### config.mk
export PLATFORM = sky130hd
export DESIGN_NAME = photo_capture_ctrl_flat
export DESIGN_NICKNAME = d
export VERILOG_FILES = /design/src/rtl/photo_capture_ctrl_pkg.sv /design/src/rtl/photo_capture_ctrl_if.sv /design/src/rtl/photo_capture_ctrl_key_debounce.sv /design/src/rtl/photo_capture_ctrl.sv /design/src/flat_wrapper.sv
export SDC_FILE = /design/constraint.sdc
export NUM_CORES = 1
export LEC_CHECK = 0
export CAP_MARGIN = 20
export CORE_ASPECT_RATIO = 1.5
export CORE_MARGIN = 2
export CORE_UTILIZATION = 36
export DETAILED_ROUTE_END_ITERATION = 7
export GPL_TIMING_DRIVEN = 0
export SYNTH_ARGS = -nofsm -noshare
export SYNTH_HDL_FRONTEND = slang
export SYNTH_SLANG_ARGS = --single-unit
### constraint.sdc
create_clock -name iCLK -period 3.8 [get_ports iCLK]
set_clock_uncertainty 0.2 [all_clocks]
set_input_delay 0.76 -clock iCLK [delete_from_list [all_inputs] [get_ports iCLK]]
set_output_delay 0.76 -clock iCLK [all_outputs]
set_load 0.1 [all_outputs]
### src/rtl/photo_capture_ctrl_pkg.sv
// Shared definitions for the photo capture control slice.
// Holds the FSM state encodings, index width, default timing parameters
// and a small modulo-increment helper used for slot indices.
package photo_ctrl_pkg;

    localparam int unsigned IDX_W               = 4;
    localparam int unsigned STATE_W             = 3;
    localparam int unsigned FRAME_W             = 8;
    localparam int unsigned DEF_MAX_PHOTOS      = 4;
    localparam int unsigned DEF_DEBOUNCE_CYCLES = 250000;
    localparam int unsigned DEF_TIMEOUT_FRAMES  = 3;

    typedef enum logic [STATE_W-1:0] {
        S_LIVE    = 3'd0,
        S_ARM     = 3'd1,
        S_CAPTURE = 3'd2,
        S_RELEASE = 3'd3,
        S_PLAY    = 3'd4
    } state_t;

    // idx + 1, wrapping to 0 once it reaches modulus (widened to avoid overflow).
    function automatic logic [IDX_W-1:0] idxInc(input logic [IDX_W-1:0] idx,
                                                input logic [IDX_W-1:0] modulus);
        if (({1'b0, idx} + (IDX_W+1)'(1)) >= {1'b0, modulus})
            return IDX_W'(0);
        else
            return idx + IDX_W'(1);
    endfunction

endpackage

### src/rtl/photo_capture_ctrl_if.sv
// Handshake bundle between the capture controller and the SRAM photo saver.
// master (controller): drives oTake_frame, oRead_Disp, oPhoto_Index,
//                      oPhoto_Count, oError, oState; samples iStore_finish.
// slave  (saver side): the mirror image.
interface photo_capture_ctrl_if;
    import photo_ctrl_pkg::*;

    logic               oTake_frame;
    logic               oRead_Disp;
    logic [IDX_W-1:0]   oPhoto_Index;
    logic [IDX_W-1:0]   oPhoto_Count;
    logic               oError;
    logic [STATE_W-1:0] oState;
    logic               iStore_finish;

    modport master (
        output oTake_frame, oRead_Disp, oPhoto_Index, oPhoto_Count, oError, oState,
        input  iStore_finish
    );

    modport slave (
        input  oTake_frame, oRead_Disp, oPhoto_Index, oPhoto_Count, oError, oState,
        output iStore_finish
    );

endinterface

### src/rtl/photo_capture_ctrl_key_debounce.sv
// Pushbutton conditioner: 2-FF synchroniser, stability counter and press pulse.
// Ports: iCLK, iRST_N (async active-low), iKEY_N (raw active-low key),
//        oPress_c (one-cycle press pulse, combinational from registered state).
// The pulse is raised in the cycle the debounced level commits to 0, so a
// stable raw edge reaches the consumer's registers DEBOUNCE_CYCLES+2 edges later.
module key_debounce
    import photo_ctrl_pkg::*;
#(
    parameter int unsigned DEBOUNCE_CYCLES = DEF_DEBOUNCE_CYCLES
) (
    input  logic iCLK,
    input  logic iRST_N,
    input  logic iKEY_N,
    output logic oPress_c
);

    localparam int unsigned CNT_W = (DEBOUNCE_CYCLES > 2) ? $clog2(DEBOUNCE_CYCLES) : 1;
    localparam logic [CNT_W-1:0] CNT_LAST = CNT_W'(DEBOUNCE_CYCLES - 1);

    logic             syncMeta;
    logic             syncKey;
    logic             keyLevel;
    logic [CNT_W-1:0] stableCnt;

    // Keys idle high, so synchroniser and debounced level reset to released.
    always_ff @(posedge iCLK or negedge iRST_N) begin
        if (!iRST_N) begin
            syncMeta  <= 1'b1;
            syncKey   <= 1'b1;
            keyLevel  <= 1'b1;
            stableCnt <= '0;
        end else begin
            syncMeta <= iKEY_N;
            syncKey  <= syncMeta;
            if (syncKey == keyLevel) begin
                stableCnt <= '0;
            end else if (stableCnt == CNT_LAST) begin
                keyLevel  <= syncKey;
                stableCnt <= '0;
            end else begin
                stableCnt <= stableCnt + CNT_W'(1);
            end
        end
    end

    assign oPress_c = (syncKey != keyLevel) && (stableCnt == CNT_LAST) && !syncKey;

endmodule

### src/rtl/photo_capture_ctrl.sv
// Capture controller sitting in front of the VGA-side SRAM photo saver.
// Debounces SHOT/MODE/NEXT keys, aligns capture to a VSYNC falling edge,
// drives take-frame / display-select / photo-index and tracks stored photos.
// Ports: iCLK, iRST_N (async active-low), iKEY_SHOT_N, iKEY_MODE_N,
//        iKEY_NEXT_N (raw active-low keys), iVGA_VSYNC_N, saver (master
//        modport: oTake_frame, oRead_Disp, oPhoto_Index, oPhoto_Count,
//        oError, oState out; iStore_finish in).
// Build option: PHOTO_CAPTURE_AUTO_PLAY_EN -- after a capture, go straight to
// playback showing the slot just written instead of returning to live view.
module photo_capture_ctrl
    import photo_ctrl_pkg::*;
#(
    parameter int unsigned MAX_PHOTOS      = DEF_MAX_PHOTOS,
    parameter int unsigned DEBOUNCE_CYCLES = DEF_DEBOUNCE_CYCLES,
    parameter int unsigned TIMEOUT_FRAMES  = DEF_TIMEOUT_FRAMES
) (
    input  logic                 iCLK,
    input  logic                 iRST_N,
    input  logic                 iKEY_SHOT_N,
    input  logic                 iKEY_MODE_N,
    input  logic                 iKEY_NEXT_N,
    input  logic                 iVGA_VSYNC_N,
    photo_capture_ctrl_if.master saver
);

    localparam logic [IDX_W-1:0]   MAX_IDX    = IDX_W'(MAX_PHOTOS);
    localparam logic [IDX_W-1:0]   LAST_IDX   = IDX_W'(MAX_PHOTOS - 1);
    localparam logic [FRAME_W-1:0] LAST_FRAME = FRAME_W'(TIMEOUT_FRAMES - 1);

    logic shotPress_c, modePress_c, nextPress_c;
    logic shotEv_c, modeEv_c, nextEv_c;
    logic vsPrev, vsFall_c;

    state_t             state;
    logic [IDX_W-1:0]   wrIdx;
    logic [IDX_W-1:0]   pendIdx;
    logic [IDX_W-1:0]   photoIndex;
    logic [IDX_W-1:0]   photoCount;
    logic [FRAME_W-1:0] frameCnt;
    logic               takeFrame;
    logic               readDisp;
    logic               errFlag;

    logic [IDX_W-1:0]   prevIdx_c;
    logic [IDX_W-1:0]   wrIdxInc_c;
    logic [IDX_W-1:0]   pendInc_c;

    key_debounce #(.DEBOUNCE_CYCLES(DEBOUNCE_CYCLES)) uKeyShot (
        .iCLK(iCLK), .iRST_N(iRST_N), .iKEY_N(iKEY_SHOT_N), .oPress_c(shotPress_c)
    );
    key_debounce #(.DEBOUNCE_CYCLES(DEBOUNCE_CYCLES)) uKeyMode (
        .iCLK(iCLK), .iRST_N(iRST_N), .iKEY_N(iKEY_MODE_N), .oPress_c(modePress_c)
    );
    key_debounce #(.DEBOUNCE_CYCLES(DEBOUNCE_CYCLES)) uKeyNext (
        .iCLK(iCLK), .iRST_N(iRST_N), .iKEY_N(iKEY_NEXT_N), .oPress_c(nextPress_c)
    );

    // Fixed priority SHOT > MODE > NEXT; losers are simply dropped.
    assign shotEv_c = shotPress_c;
    assign modeEv_c = modePress_c && !shotPress_c;
    assign nextEv_c = nextPress_c && !shotPress_c && !modePress_c;

    assign vsFall_c   = vsPrev && !iVGA_VSYNC_N;
    assign prevIdx_c  = (wrIdx == '0) ? LAST_IDX : wrIdx - IDX_W'(1);
    assign wrIdxInc_c = idxInc(wrIdx, MAX_IDX);
    assign pendInc_c  = idxInc(pendIdx, photoCount);

    always_ff @(posedge iCLK or negedge iRST_N) begin
        if (!iRST_N) begin
            vsPrev <= 1'b1;
        end else begin
            vsPrev <= iVGA_VSYNC_N;
        end
    end

    // Controller FSM; every output is a register updated alongside the state.
    always_ff @(posedge iCLK or negedge iRST_N) begin
        if (!iRST_N) begin
            state      <= S_LIVE;
            wrIdx      <= '0;
            pendIdx    <= '0;
            photoIndex <= '0;
            photoCount <= '0;
            frameCnt   <= '0;
            takeFrame  <= 1'b0;
            readDisp   <= 1'b0;
            errFlag    <= 1'b0;
        end else begin
            case (state)
                S_LIVE: begin
                    readDisp   <= 1'b0;
                    photoIndex <= wrIdx;
                    if (shotEv_c) begin
                        state   <= S_ARM;
                        errFlag <= 1'b0;
                    end else if (modeEv_c && (photoCount != '0)) begin
                        state      <= S_PLAY;
                        readDisp   <= 1'b1;
                        pendIdx    <= prevIdx_c;
                        photoIndex <= prevIdx_c;
                    end
                end

                S_ARM: begin
                    if (vsFall_c) begin
                        state     <= S_CAPTURE;
                        takeFrame <= 1'b1;
                        frameCnt  <= '0;
                    end
                end

                S_CAPTURE: begin
                    // A finished store wins over a timeout landing on the same cycle.
                    if (saver.iStore_finish) begin
                        state     <= S_RELEASE;
                        takeFrame <= 1'b0;
                    end else if (vsFall_c) begin
                        if (frameCnt == LAST_FRAME) begin
                            state     <= S_LIVE;
                            takeFrame <= 1'b0;
                            errFlag   <= 1'b1;
                        end else begin
                            frameCnt <= frameCnt + FRAME_W'(1);
                        end
                    end
                end

                S_RELEASE: begin
                    takeFrame <= 1'b0;
                    if (!saver.iStore_finish) begin
                        wrIdx <= wrIdxInc_c;
                        if (photoCount != MAX_IDX)
                            photoCount <= photoCount + IDX_W'(1);
`ifdef PHOTO_CAPTURE_AUTO_PLAY_EN
                        state      <= S_PLAY;
                        readDisp   <= 1'b1;
                        pendIdx    <= wrIdx;
                        photoIndex <= wrIdx;
`else
                        state      <= S_LIVE;
                        photoIndex <= wrIdxInc_c;
`endif
                    end
                end

                S_PLAY: begin
                    if (modeEv_c) begin
                        state      <= S_LIVE;
                        readDisp   <= 1'b0;
                        photoIndex <= wrIdx;
                    end else begin
                        // Displayed index only moves on a frame boundary to avoid tearing.
                        if (nextEv_c)
                            pendIdx <= pendInc_c;
                        if (vsFall_c)
                            photoIndex <= nextEv_c ? pendInc_c : pendIdx;
                    end
                end

                default: begin
                    state      <= S_LIVE;
                    takeFrame  <= 1'b0;
                    readDisp   <= 1'b0;
                    photoIndex <= wrIdx;
                end
            endcase
        end
    end

    assign saver.oTake_frame  = takeFrame;
    assign saver.oRead_Disp   = readDisp;
    assign saver.oPhoto_Index = photoIndex;
    assign saver.oPhoto_Count = photoCount;
    assign saver.oError       = errFlag;
    assign saver.oState       = state;

endmodule
### src/flat_wrapper.sv
// flat-port wrapper written by rule: the top's interface ports become plain ports
module photo_capture_ctrl_flat import photo_ctrl_pkg::*;
#(
    parameter int unsigned MAX_PHOTOS      = DEF_MAX_PHOTOS,
    parameter int unsigned DEBOUNCE_CYCLES = DEF_DEBOUNCE_CYCLES,
    parameter int unsigned TIMEOUT_FRAMES  = DEF_TIMEOUT_FRAMES
)
  (iCLK, iRST_N, iKEY_SHOT_N, iKEY_MODE_N, iKEY_NEXT_N, iVGA_VSYNC_N, saver_oTake_frame, saver_oRead_Disp, saver_oPhoto_Index, saver_oPhoto_Count, saver_oError, saver_oState, saver_iStore_finish);
  photo_capture_ctrl_if saver_i ();
  input  logic iCLK;
  input  logic iRST_N;
  input  logic iKEY_SHOT_N;
  input  logic iKEY_MODE_N;
  input  logic iKEY_NEXT_N;
  input  logic iVGA_VSYNC_N;
  output wire logic [$bits(saver_i.oTake_frame)-1:0] saver_oTake_frame;
  output wire logic [$bits(saver_i.oRead_Disp)-1:0] saver_oRead_Disp;
  output wire logic [$bits(saver_i.oPhoto_Index)-1:0] saver_oPhoto_Index;
  output wire logic [$bits(saver_i.oPhoto_Count)-1:0] saver_oPhoto_Count;
  output wire logic [$bits(saver_i.oError)-1:0] saver_oError;
  output wire logic [$bits(saver_i.oState)-1:0] saver_oState;
  input wire logic [$bits(saver_i.iStore_finish)-1:0] saver_iStore_finish;
  assign saver_oTake_frame = saver_i.oTake_frame;
  assign saver_oRead_Disp = saver_i.oRead_Disp;
  assign saver_oPhoto_Index = saver_i.oPhoto_Index;
  assign saver_oPhoto_Count = saver_i.oPhoto_Count;
  assign saver_oError = saver_i.oError;
  assign saver_oState = saver_i.oState;
  assign saver_i.iStore_finish = saver_iStore_finish;
  photo_capture_ctrl #(.MAX_PHOTOS(MAX_PHOTOS), .DEBOUNCE_CYCLES(DEBOUNCE_CYCLES), .TIMEOUT_FRAMES(TIMEOUT_FRAMES)) u_core (.iCLK(iCLK), .iRST_N(iRST_N), .iKEY_SHOT_N(iKEY_SHOT_N), .iKEY_MODE_N(iKEY_MODE_N), .iKEY_NEXT_N(iKEY_NEXT_N), .iVGA_VSYNC_N(iVGA_VSYNC_N), .saver(saver_i));
endmodule
==> results_dict.tcl, run 1 <==
set metrics [dict create \
    finalSetupViolations 0 \
    crit_start "saver_iStore_finish" \
    hold_viol_final 0 \
    post_cts_resize_count 0 \
    viasPerCell 5.27 \
    die-area_sq_um 14700 \
    fin_crit_sh 0.801 \
    ant_nets 0 \
    rr_worst_depth 9 \
    h-tree-depth 3 \
    timing.rr.end "u_core.saver.oPhoto_Index[0]" \
    area_growth_pct 14.9 \
    status "complete, no violations" \
    synth_top_area_cell "dfrtp_1" \
    grt.overflow.total 0 \
    cts_buffers 9 \
    cp_data_required_time_ns 3.80 \
    finalWeightedCongestion 0.900 \
    groute.usage.overall 0.157 \
    clk_path_buf_depth 2 \
    syn_avg_cell_area_sq_um 9.67 \
    root_buffer "clkbuf_16" \
    crit_end "u_core.frameCnt[5]" \
    clock_sinks 94 \
    seq_area_frac_synth 0.478 \
    rrSetupSlack_ns 0.79 \
    power_mw 2.00 \
    die_width_um 99.8 \
    synthArstFlopShare 1.00 \
    fin_crit_ns 3.04 \
    path_cells "clkdlybuf4s50_1 > nor3b_1 > o41ai_1 > a211oi_1 > and4_1 > nand3_1 > xor2_1 > nor2_1" \
    start_util 0.368 \
    holdPathStages 0 \
    path_class "primary input to flip-flop" \
    hold-worst-slack_ns 0.155 \
    power.leakage_nw 2.41 \
    synth_nets 533 \
    ios 21 \
    clk_pin_slew_ns 0.07 \
    utilization 0.422 \
    min_from "u_core.uKeyNext.syncMeta" \
    yosysWarnings 0 \
    fin_cells 711 \
    rows 52 \
    finalSetupTns_ns 0 \
    antenna_cells 0 \
    clk_latency_ns 0.34 \
    drtIter0Drc 153 \
    r2r_start "u_core.uKeyMode.stableCnt[0]" \
    drt-total-wl_mm 10.5 \
    maxSlewHeadroom 0.328 \
    placed_area_sq_um 5380 \
    setup_slack_ns 0.756 \
    rsz0062_at_grt "no" \
    worstPathArrival_ns 3.05 \
    place_ws_ns 0.377 \
    synth_top_area_share 0.424 \
    wl_per_cell_um 14.8 \
    cp-end-kind "flip-flop" \
    die_h_um 148 \
    placed_cells 695 \
    drc 0 \
    holdBufCountCts 0 \
    min_path_type "flip-flop to flip-flop" \
    synth.distinct_cells 60 \
    drv_slew 0 \
    slowest_stage "a211oi_1" \
    cts_setup_buffers 0 \
    ys.flop_type "dfrtp_1" \
    n_fill_cell 1315 \
    dp_hpwl_mm 7.84 \
    grt_pass1_wl_mm 18.6 \
    critPathMaxStageDelay_ns 0.63 \
    cp_max_fo 6 \
    cts_tree "built" \
    worst_pin_slew_ns 1.00 \
    vdd_drop_max_uv 215 \
    synth_cells 512 \
    drive_gt1_frac 0.0856 \
    final_area_sq_um 5690 \
    port_buffers 20 \
    synth-edff-count 0 \
    design.core.area_sq_um 13500 \
    synthTopCellsByArea "dfrtp_1 (42%), nor2_1 (6.4%), xor2_1 (5.8%)" \
    vias 3748 \
    fmax_mhz 329 \
    drv_cap 0 \
    netlist_area_sq_um 4950 \
    antenna_found_initial 0 \
    nets 565 \
    worstSetupStartpointType "primary input" \
    grt_pass1_vias 3920 \
    grt_start_max_net_pins 54 \
    ys_seq_elements 94 \
    first_pass_iters 4 \
    cellPowerDensity_nw_per_um2 352 \
]
## state kept, by name, indices dropped and copies added, names as in the netlist
register                   count
u_core.saver.oError            1
u_core.pendIdx                 4
u_core.uKeyMode.keyLevel       1
u_core.uKeyNext.keyLevel       1
u_core.uKeyShot.keyLevel       1
u_core.uKeyShot.syncKey        1
u_core.saver.oState            3
u_core.uKeyShot.stableCnt     18
u_core.wrIdx                   4
u_core.saver.oPhoto_Count      4
u_core.uKeyNext.syncMeta       1
u_core.frameCnt                8
u_core.uKeyNext.syncKey        1
u_core.vsPrev                  1
u_core.uKeyMode.syncKey        1
u_core.uKeyMode.syncMeta       1
u_core.uKeyMode.stableCnt     18
u_core.saver.oRead_Disp        1
u_core.uKeyShot.syncMeta       1
u_core.saver.oPhoto_Index      4
u_core.saver.oTake_frame       1
u_core.uKeyNext.stableCnt     18
## report_power, final
group          internal [mW]  total (mW)  leakage [nW]  switching (mW)
Clock                  0.546       0.922         0.152           0.376
Combinational         0.0187      0.0578         0.996          0.0391
Sequential              1.02        1.02          1.26         0.00894
## synth_stat cells, types with 2 or more instances
library cell   n
and4_1         4
nor4_1         6
a211oi_1       2
mux2_2         6
xor2_1        33
or2_2          3
nor2_1        84
nor4bb_1       2
a21oi_1       17
nand2_1       41
nor4b_1        3
nand4b_1       2
and2_1         7
inv_1         14
nor2b_1        7
ha_1          14
nand2b_1       4
dfstp_2       10
mux2i_1        3
o21a_1         2
or4_1          4
a31oi_1        2
and3_1        14
nand3b_1       2
nor3_1        12
nand3_1       29
nand4_1       12
xnor2_1       21
dfrtp_1       84
o22ai_1        3
o21ai_0       15
nor3b_1        5
clkbuf_1      10
or3_1          8
a21o_1         2
## final cells by class
type / count / area (sq um) / share of cell area
Multi-Input combinational cell: 393 / 2490 / 0.438
Sequential cell: 94 / 2360 / 0.416
Clock buffer: 11 / 253 / 0.0444
Timing Repair Buffer: 21 / 225 / 0.0396
Tap cell: 162 / 203 / 0.0356
Clock inverter: 5 / 56.3 / 0.00990
Inverter: 14 / 52.6 / 0.00924
Buffer: 11 / 42.5 / 0.00748
## cells in the final DEF (no fill, tap or decap), types with 4 or more instances in the layout
cell type and instances:
xnor2_1 21, and3_1 14, nor2_1 84, a21oi_1 17, nand2b_1 4, nand2_1 41
mux2_2 6, clkdlybuf4s50_1 19, nor4_1 6, and4_1 4, nand4_1 12, dfrtp_1 84
nor2b_1 7, o21ai_0 15, xor2_1 33, ha_1 14, or4_1 4, inv_1 14
nor3_1 12, nand3_1 29, and2_1 7, or3_1 8, nor3b_1 5, clkbuf_1 10
clkbuf_16 9, dfstp_2 10
## logic make-up (layout without fill, tap and decap cells)
family | count (synthesis) | count (layout) | share of synthesized area
buf+inv | 25 | 62 | 0.0192
flops | 94 | 94 | 0.478
mux | 10 | 10 | 0.0243
xor+xnor | 54 | 54 | 0.0955
compound gates | 60 | 60 | 0.0834
fa+ha+maj | 14 | 14 | 0.0354
simple gates | 255 | 255 | 0.265
## per-layer routing
layer | up-vias | wire length (um) | GRT usage
met2 | 42 | 5670 | 0.281
met4 | 0 | 228 | 0.0568
met5 | - | 0 | 0
met1 | 1838 | 4360 | 0.184
li1 | 1853 | - | -
met3 | 15 | 253 | 0.0312
## worst min-delay path by stage
| stage | slack, ns | endpoint |
|---|---|---|
| after global placement | 0.15 | u_core.uKeyShot.syncKey |
| final | 0.16 | u_core.uKeyNext.syncKey |
| after detailed placement | 0.15 | u_core.uKeyNext.syncKey |
| after global routing | 0.16 | u_core.uKeyNext.syncKey |
| after CTS | 0.16 | u_core.uKeyNext.syncKey |
| after floorplan | 0.15 | u_core.uKeyMode.syncKey |
## critical path: cells and delay by family
| kind | cells | cell delay, ns |
|---|---|---|
| buffers and inverters | 1 | 0.49 |
| xor gates and xnor gates | 1 | 0.15 |
| AOI/OAI and AO/OA | 2 | 0.81 |
| and+or+nand+nor | 4 | 0.84 |
No activity file was read; power rests on OpenSTA's default activity.
==> inputs of run 2 (changes only) <==
==> constraint.sdc (replaced) <==
create_clock -name iCLK -period 2.9 [get_ports iCLK]
set_clock_uncertainty 0.2 [all_clocks]
set_input_delay 0.58 -clock iCLK [delete_from_list [all_inputs] [get_ports iCLK]]
set_output_delay 0.58 -clock iCLK [all_outputs]
set_load 0.1 [all_outputs]
==> run 2 against run 1 <==
Compared with the run above: setup slack worse by 0.69 ns; sequential power grew 31%; global-route usage shrank 0.12 points; first-iteration DRC count rose by 0.65%; hold slack got worse by 0.095 ns; via count rose by 2.4%; total power rose by 26%; cell count is 1.5% higher; clock power is 19% higher; count of clock-buffer cells in the layout is the same; die area unchanged; critical path type is now flip-flop to flip-flop.
==> results_dict.tcl, run 2 (synthesized netlist as in run 1, its figures left out) <==
set metrics [dict create \
    status "complete, no violations" \
    layout_common_cells "nor2_1 (83), dfrtp_1 (81), nand2_1 (41), xor2_1 (32), nand3_1 (28)" \
    drive_gt1_frac 0.138 \
    fin_crit_ns 2.84 \
    clk_latency_ns 0.34 \
    root_buffer "clkbuf_16" \
    path_cells "ha_2 > and3_1 > clkbuf_4 > and4b_2 > a211o_4 > or4_4 > a21boi_4 > o32ai_1 > o21ba_1" \
    clk_pin_slew_ns 0.06 \
    antenna_cells 0 \
    design.core.area_sq_um 13500 \
    start_util 0.368 \
    ant_nets 0 \
    finalSetupTns_ns 0 \
    drv_slew 0 \
    worst_pin_slew_ns 1.00 \
    drv_cap 0 \
    slowest_stage "or4_4" \
    worstSetupStartpointType "flip-flop" \
    hold_viol_final 0 \
    wl_per_cell_um 15.2 \
    layout_commonest_cell "nor2_1" \
    setup_slack_ns 0.0640 \
    rows 52 \
    holdBufCountCts 0 \
    fin_cells 722 \
    cp_max_fo 7 \
    grt_pass1_wl_mm 18.3 \
    finalWeightedCongestion 0.881 \
    cp_data_required_time_ns 2.98 \
    power.leakage_nw 2.49 \
    crit_buf_inv 1 \
    critPathMaxStageDelay_ns 0.50 \
    cts_buffers 9 \
    groute.usage.overall 0.156 \
    first_pass_iters 6 \
    worstPathArrival_ns 2.91 \
    clock_sinks 94 \
    ios 21 \
    die_width_um 99.8 \
    vias 3839 \
    grt_pass1_vias 3823 \
    fin_crit_sh 0.978 \
    h-tree-depth 3 \
    maxSlewHeadroom 0.328 \
    vdd_drop_max_uv 280 \
    port_buffers 20 \
    area_growth_pct 18.4 \
    cts_tree "built" \
    place_ws_ns -0.384 \
    viasPerCell 5.32 \
    nets 576 \
    min_path_type "primary input to async pin" \
    reg_top3 "u_core.uKeyMode.stableCnt: 18 flops, u_core.uKeyNext.stableCnt: 18 flops, u_core.uKeyShot.stableCnt: 18 flops" \
    clk_path_buf_depth 2 \
    drtIter0Drc 154 \
    crit_family "simple AND/OR/NAND/NOR gates" \
    dp_hpwl_mm 7.80 \
    cellPowerDensity_nw_per_um2 430 \
    die_h_um 148 \
    fmax_mhz 353 \
    drc 0 \
    placed_cells 695 \
    cp-end-kind "flip-flop" \
    path_class "flip-flop to flip-flop" \
    grt.overflow.total 0 \
    die-area_sq_um 14700 \
    antenna_found_initial 0 \
    finalSetupViolations 0 \
    drt-total-wl_mm 11.0 \
    grt_start_max_net_pins 49 \
]
-- run 2: cell count changes in the layout (fill, tap and decap cells not counted), sizes merged --
cell           delta
buf              +12
bufinv            -1
clkbuf            -1
clkdlybuf4s50     -1
clkinv            +2
dlymetal6s2s      +1
inv               -1
-- run 2: repair_timing --
action	in CTS	in global routing
resized for setup	7	17
setup endpoints to repair	5	31
buffers inserted	3	9
pin swaps	3	6
-- run 2: area by class of cell --
type	instances	area [sq um]
Tap cell	162	203
Sequential cell	94	2370
Timing Repair Buffer	33	334
Inverter	14	52.6
Multi-Input combinational cell	393	2590
Buffer	10	43.8
Clock buffer	11	243
Fill cell	1279	7600
Clock inverter	5	35.0
-- run 2: power breakdown --
group | internal, mW | leakage (nW) | switching (mW)
registers | 1.33 | 1.26 | 0.0115
logic | 0.0252 | 1.10 | 0.0523
clock network | 0.605 | 0.135 | 0.497
-- run 2: per-layer routing --
metal | part of all wire | vias to the layer above | global-route usage | wire, um
met5 | 0 | - | 0 | 0
met4 | 0.025 | 0 | 0.0658 | 271
met3 | 0.026 | 19 | 0.0274 | 290
met2 | 0.53 | 66 | 0.274 | 5830
met1 | 0.42 | 1887 | 0.185 | 4580
li1 | - | 1867 | - | -
-- run 2: final timing paths --
path                                         startpoint                           end  slack (ns)  cells past startpoint
setup / recovery           u_core.uKeyMode.stableCnt[0]  u_core.saver.oPhoto_Index[0]        0.06                      9
max in group asynchronous                        iRST_N      u_core.uKeyMode.syncMeta        1.72                      2
setup reg to reg           u_core.uKeyMode.stableCnt[0]  u_core.saver.oPhoto_Index[0]        0.06                      9
hold / removal                                   iRST_N  u_core.uKeyNext.stableCnt[4]        0.06                      1
min in group iCLK              u_core.uKeyShot.syncMeta       u_core.uKeyShot.syncKey        0.16                      0
hold reg to reg                u_core.uKeyShot.syncMeta       u_core.uKeyShot.syncKey        0.16                      0
-- run 2: through the flow --
stage | util | hold slack (ns) | instance area, sq um | total power, mW
after floorplan | - | 0.0844 | 4950 | 1.39
after global placement | 0.398 | 0.146 | 5360 | 1.44
after detailed placement | 0.400 | 0.147 | 5380 | 1.45
after CTS | 0.424 | 0.0872 | 5710 | 2.55
after global routing | 0.436 | 0.115 | 5870 | 2.62
final | 0.436 | 0.0606 | 5870 | 2.52
==> inputs of run 3 (changes only) <==
--- a/config.mk
+++ b/config.mk
@@ -10,7 +10,6 @@
 export CORE_MARGIN = 2
 export CORE_UTILIZATION = 36
 export DETAILED_ROUTE_END_ITERATION = 7
-export GPL_TIMING_DRIVEN = 0
 export SYNTH_ARGS = -nofsm -noshare
 export SYNTH_HDL_FRONTEND = slang
 export SYNTH_SLANG_ARGS = --single-unit
==> run 3 against run 2 <==
Compared with the run above: utilization down 0.65 points; wire length down 1.7%; cell count down 0.42%; first-iteration DRC count up 7.8%; largest cell class unchanged; the run now ends with hold timing left; die area unchanged; sequential share of layout area up 0.61 points; critical path depth unchanged; sequential power about the same; register-to-register slack better by 0.06 ns.
==> results_dict.tcl, run 3 (synthesized netlist as in run 1, its figures left out) <==
set metrics [dict create \
    drt-total-wl_mm 10.8 \
    cellPowerDensity_nw_per_um2 457 \
    r2r_start "u_core.pendIdx[0]" \
    rows 52 \
    crit_family "compound AO/OA/AOI/OAI gates" \
    fin_cells 719 \
    fin_crit_sh 0.957 \
    slowest_stage "or4_1" \
    drc 0 \
    start_util 0.368 \
    rrSetupSlack_ns 0.12 \
    die-area_sq_um 14700 \
    h-tree-depth 3 \
    final_area_sq_um 5780 \
    grt_use_met2 0.274 \
    layout_commonest_cell "nor2_1" \
    crit_buf_inv 0 \
    utilization 0.429 \
    fmax_mhz 360 \
    p_sw_mw 0.565 \
    worstSetupStartpointType "flip-flop" \
    clk_latency_ns 0.34 \
    grt.overflow.total 0 \
    design.core.area_sq_um 13500 \
    cts_buffers 9 \
    grt_pass1_vias 3893 \
    cts_tree "built" \
    fin_crit_ns 2.78 \
    wl_per_cell_um 15.0 \
    met3_usage 0.0303 \
    placed_area_sq_um 5430 \
    min_path_type "primary input to async pin" \
    maxSlewHeadroom 0.602 \
    grt_pass1_wl_mm 18.6 \
    vias 3861 \
    drv_slew 0 \
    clk_path_buf_depth 2 \
    clk_pin_slew_ns 0.07 \
    root_buffer "clkbuf_16" \
    busiest_layer "met2" \
    drv_cap 0 \
    worstPathArrival_ns 2.85 \
    cp_data_required_time_ns 2.98 \
    p_sw_frac 0.214 \
    clockPowerShare 0.461 \
    antenna_found_initial 0 \
    antenna_cells 0 \
    ant_nets 0 \
    placed_cells 701 \
    ios 21 \
    power.leakage_nw 2.50 \
    reg_top3 "u_core.uKeyMode.stableCnt: 18 flops, u_core.uKeyNext.stableCnt: 18 flops, u_core.uKeyShot.stableCnt: 18 flops" \
    hold_viol_final 11 \
    port_buffers 20 \
    viasPerCell 5.37 \
    cpMostUsedCell "ha_1" \
    violations "hold timing" \
    seq_power_share 0.508 \
    path_cells "ha_1 > xor2_2 > ha_1 > o21ai_0 > a21oi_1 > or4_1 > a21boi_2 > o32ai_1 > o21ba_1" \
    path_class "flip-flop to flip-flop" \
    p_int_mw 2.08 \
    layout_common_cells "nor2_1 (84), dfrtp_1 (81), nand2_1 (41), buf_4 (34), xor2_1 (32)" \
    die_width_um 99.8 \
    critPathMaxStageDelay_ns 0.54 \
    vdd_drop_max_uv 289 \
    worst_pin_slew_ns 0.596 \
    n_fill_cell 1277 \
    finalWeightedCongestion 0.911 \
    cp-end-kind "flip-flop" \
    hold-worst-slack_ns -0.0140 \
    nets 573 \
    cp_max_fo 6 \
    rr_worst_depth 9 \
    area_growth_pct 16.7 \
    dp_hpwl_mm 7.96 \
    finalSetupViolations 0 \
    grt_use_met1 0.186 \
    grt_start_max_net_pins 39 \
    status "complete, but fails checks" \
    timing.rr.end "u_core.saver.oPhoto_Index[0]" \
    drive_gt1_frac 0.153 \
    groute.usage.overall 0.156 \
    clock_sinks 94 \
    power_frac_comb 0.030 \
    drtIter0Drc 166 \
    die_h_um 148 \
    first_pass_iters 4 \
]
[run 3: cell types whose count changed in the layout (fill, tap and decap cells not counted), moves of 2 or more]
cell and change:
ha_1 +2, clkinv_4 -2, buf_4 +23, ha_2 -2
clkinv_2 -2, clkdlybuf4s50_1 -13, clkbuf_1 -7
[run 3: final cells by class]
class                      instances  area [sq um]  area share
tap                              162           203      0.0351
multi-input combinational        393          2520       0.436
inverter                          14          52.6     0.00909
timing repair buffer              40           325      0.0563
sequential                        94          2370       0.410
clock inverter                     4          53.8     0.00931
clock buffer                      12           256      0.0444
[run 3: repair_timing]
action	in CTS	in global routing
hold buffers	0	0
resized for setup	0	5
endpoints found under the setup margin	0	4
buffers inserted	0	2
[run 3: how the worst max path moves through the flow]
| stage | startpoint | end | slack [ns] | cells past startpoint |
|---|---|---|---|---|
| detailed placement | saver_iStore_finish | u_core.frameCnt[5] | 0.16 | 8 |
| global placement | u_core.uKeyShot.stableCnt[9] | u_core.pendIdx[1] | 0.21 | 6 |
| CTS | u_core.pendIdx[0] | u_core.saver.oPhoto_Index[0] | 0.12 | 9 |
| floorplan | u_core.saver.oPhoto_Count[0] | u_core.saver.oPhoto_Index[0] | 0.02 | 7 |
| finish | u_core.pendIdx[0] | u_core.saver.oPhoto_Index[0] | 0.12 | 9 |
| global route | u_core.pendIdx[0] | u_core.saver.oPhoto_Index[0] | -0.001 | 9 |
[run 3: power groups by stage]
stage	Combinational, mW	Sequential (mW)	Clock (mW)
2_1_floorplan	0.0301	1.36	0
3_3_place_gp	0.0815	1.37	0
3_5_place_dp	0.0831	1.37	0
4_1_cts	0.0837	1.34	1.25
5_1_grt	0.0936	1.34	1.31
6_report	0.0802	1.34	1.22
[run 3: metal layers]
layer,vias to the layer above,routed length (um),part of all wire
met5,-,0,0
met4,0,231,0.021
met3,17,286,0.027
met2,62,5680,0.53
met1,1910,4580,0.42
li1,1872,-,-
[run 3: stage by stage]
stage	power, mW	TNS, ns	setup WS (ns)
global route	2.75	-0.00136	-0.00136
global placement	1.45	0	0.212
CTS	2.68	0	0.120
finish	2.64	0	0.124
floorplan	1.39	0	0.0167
detailed placement	1.45	0	0.161
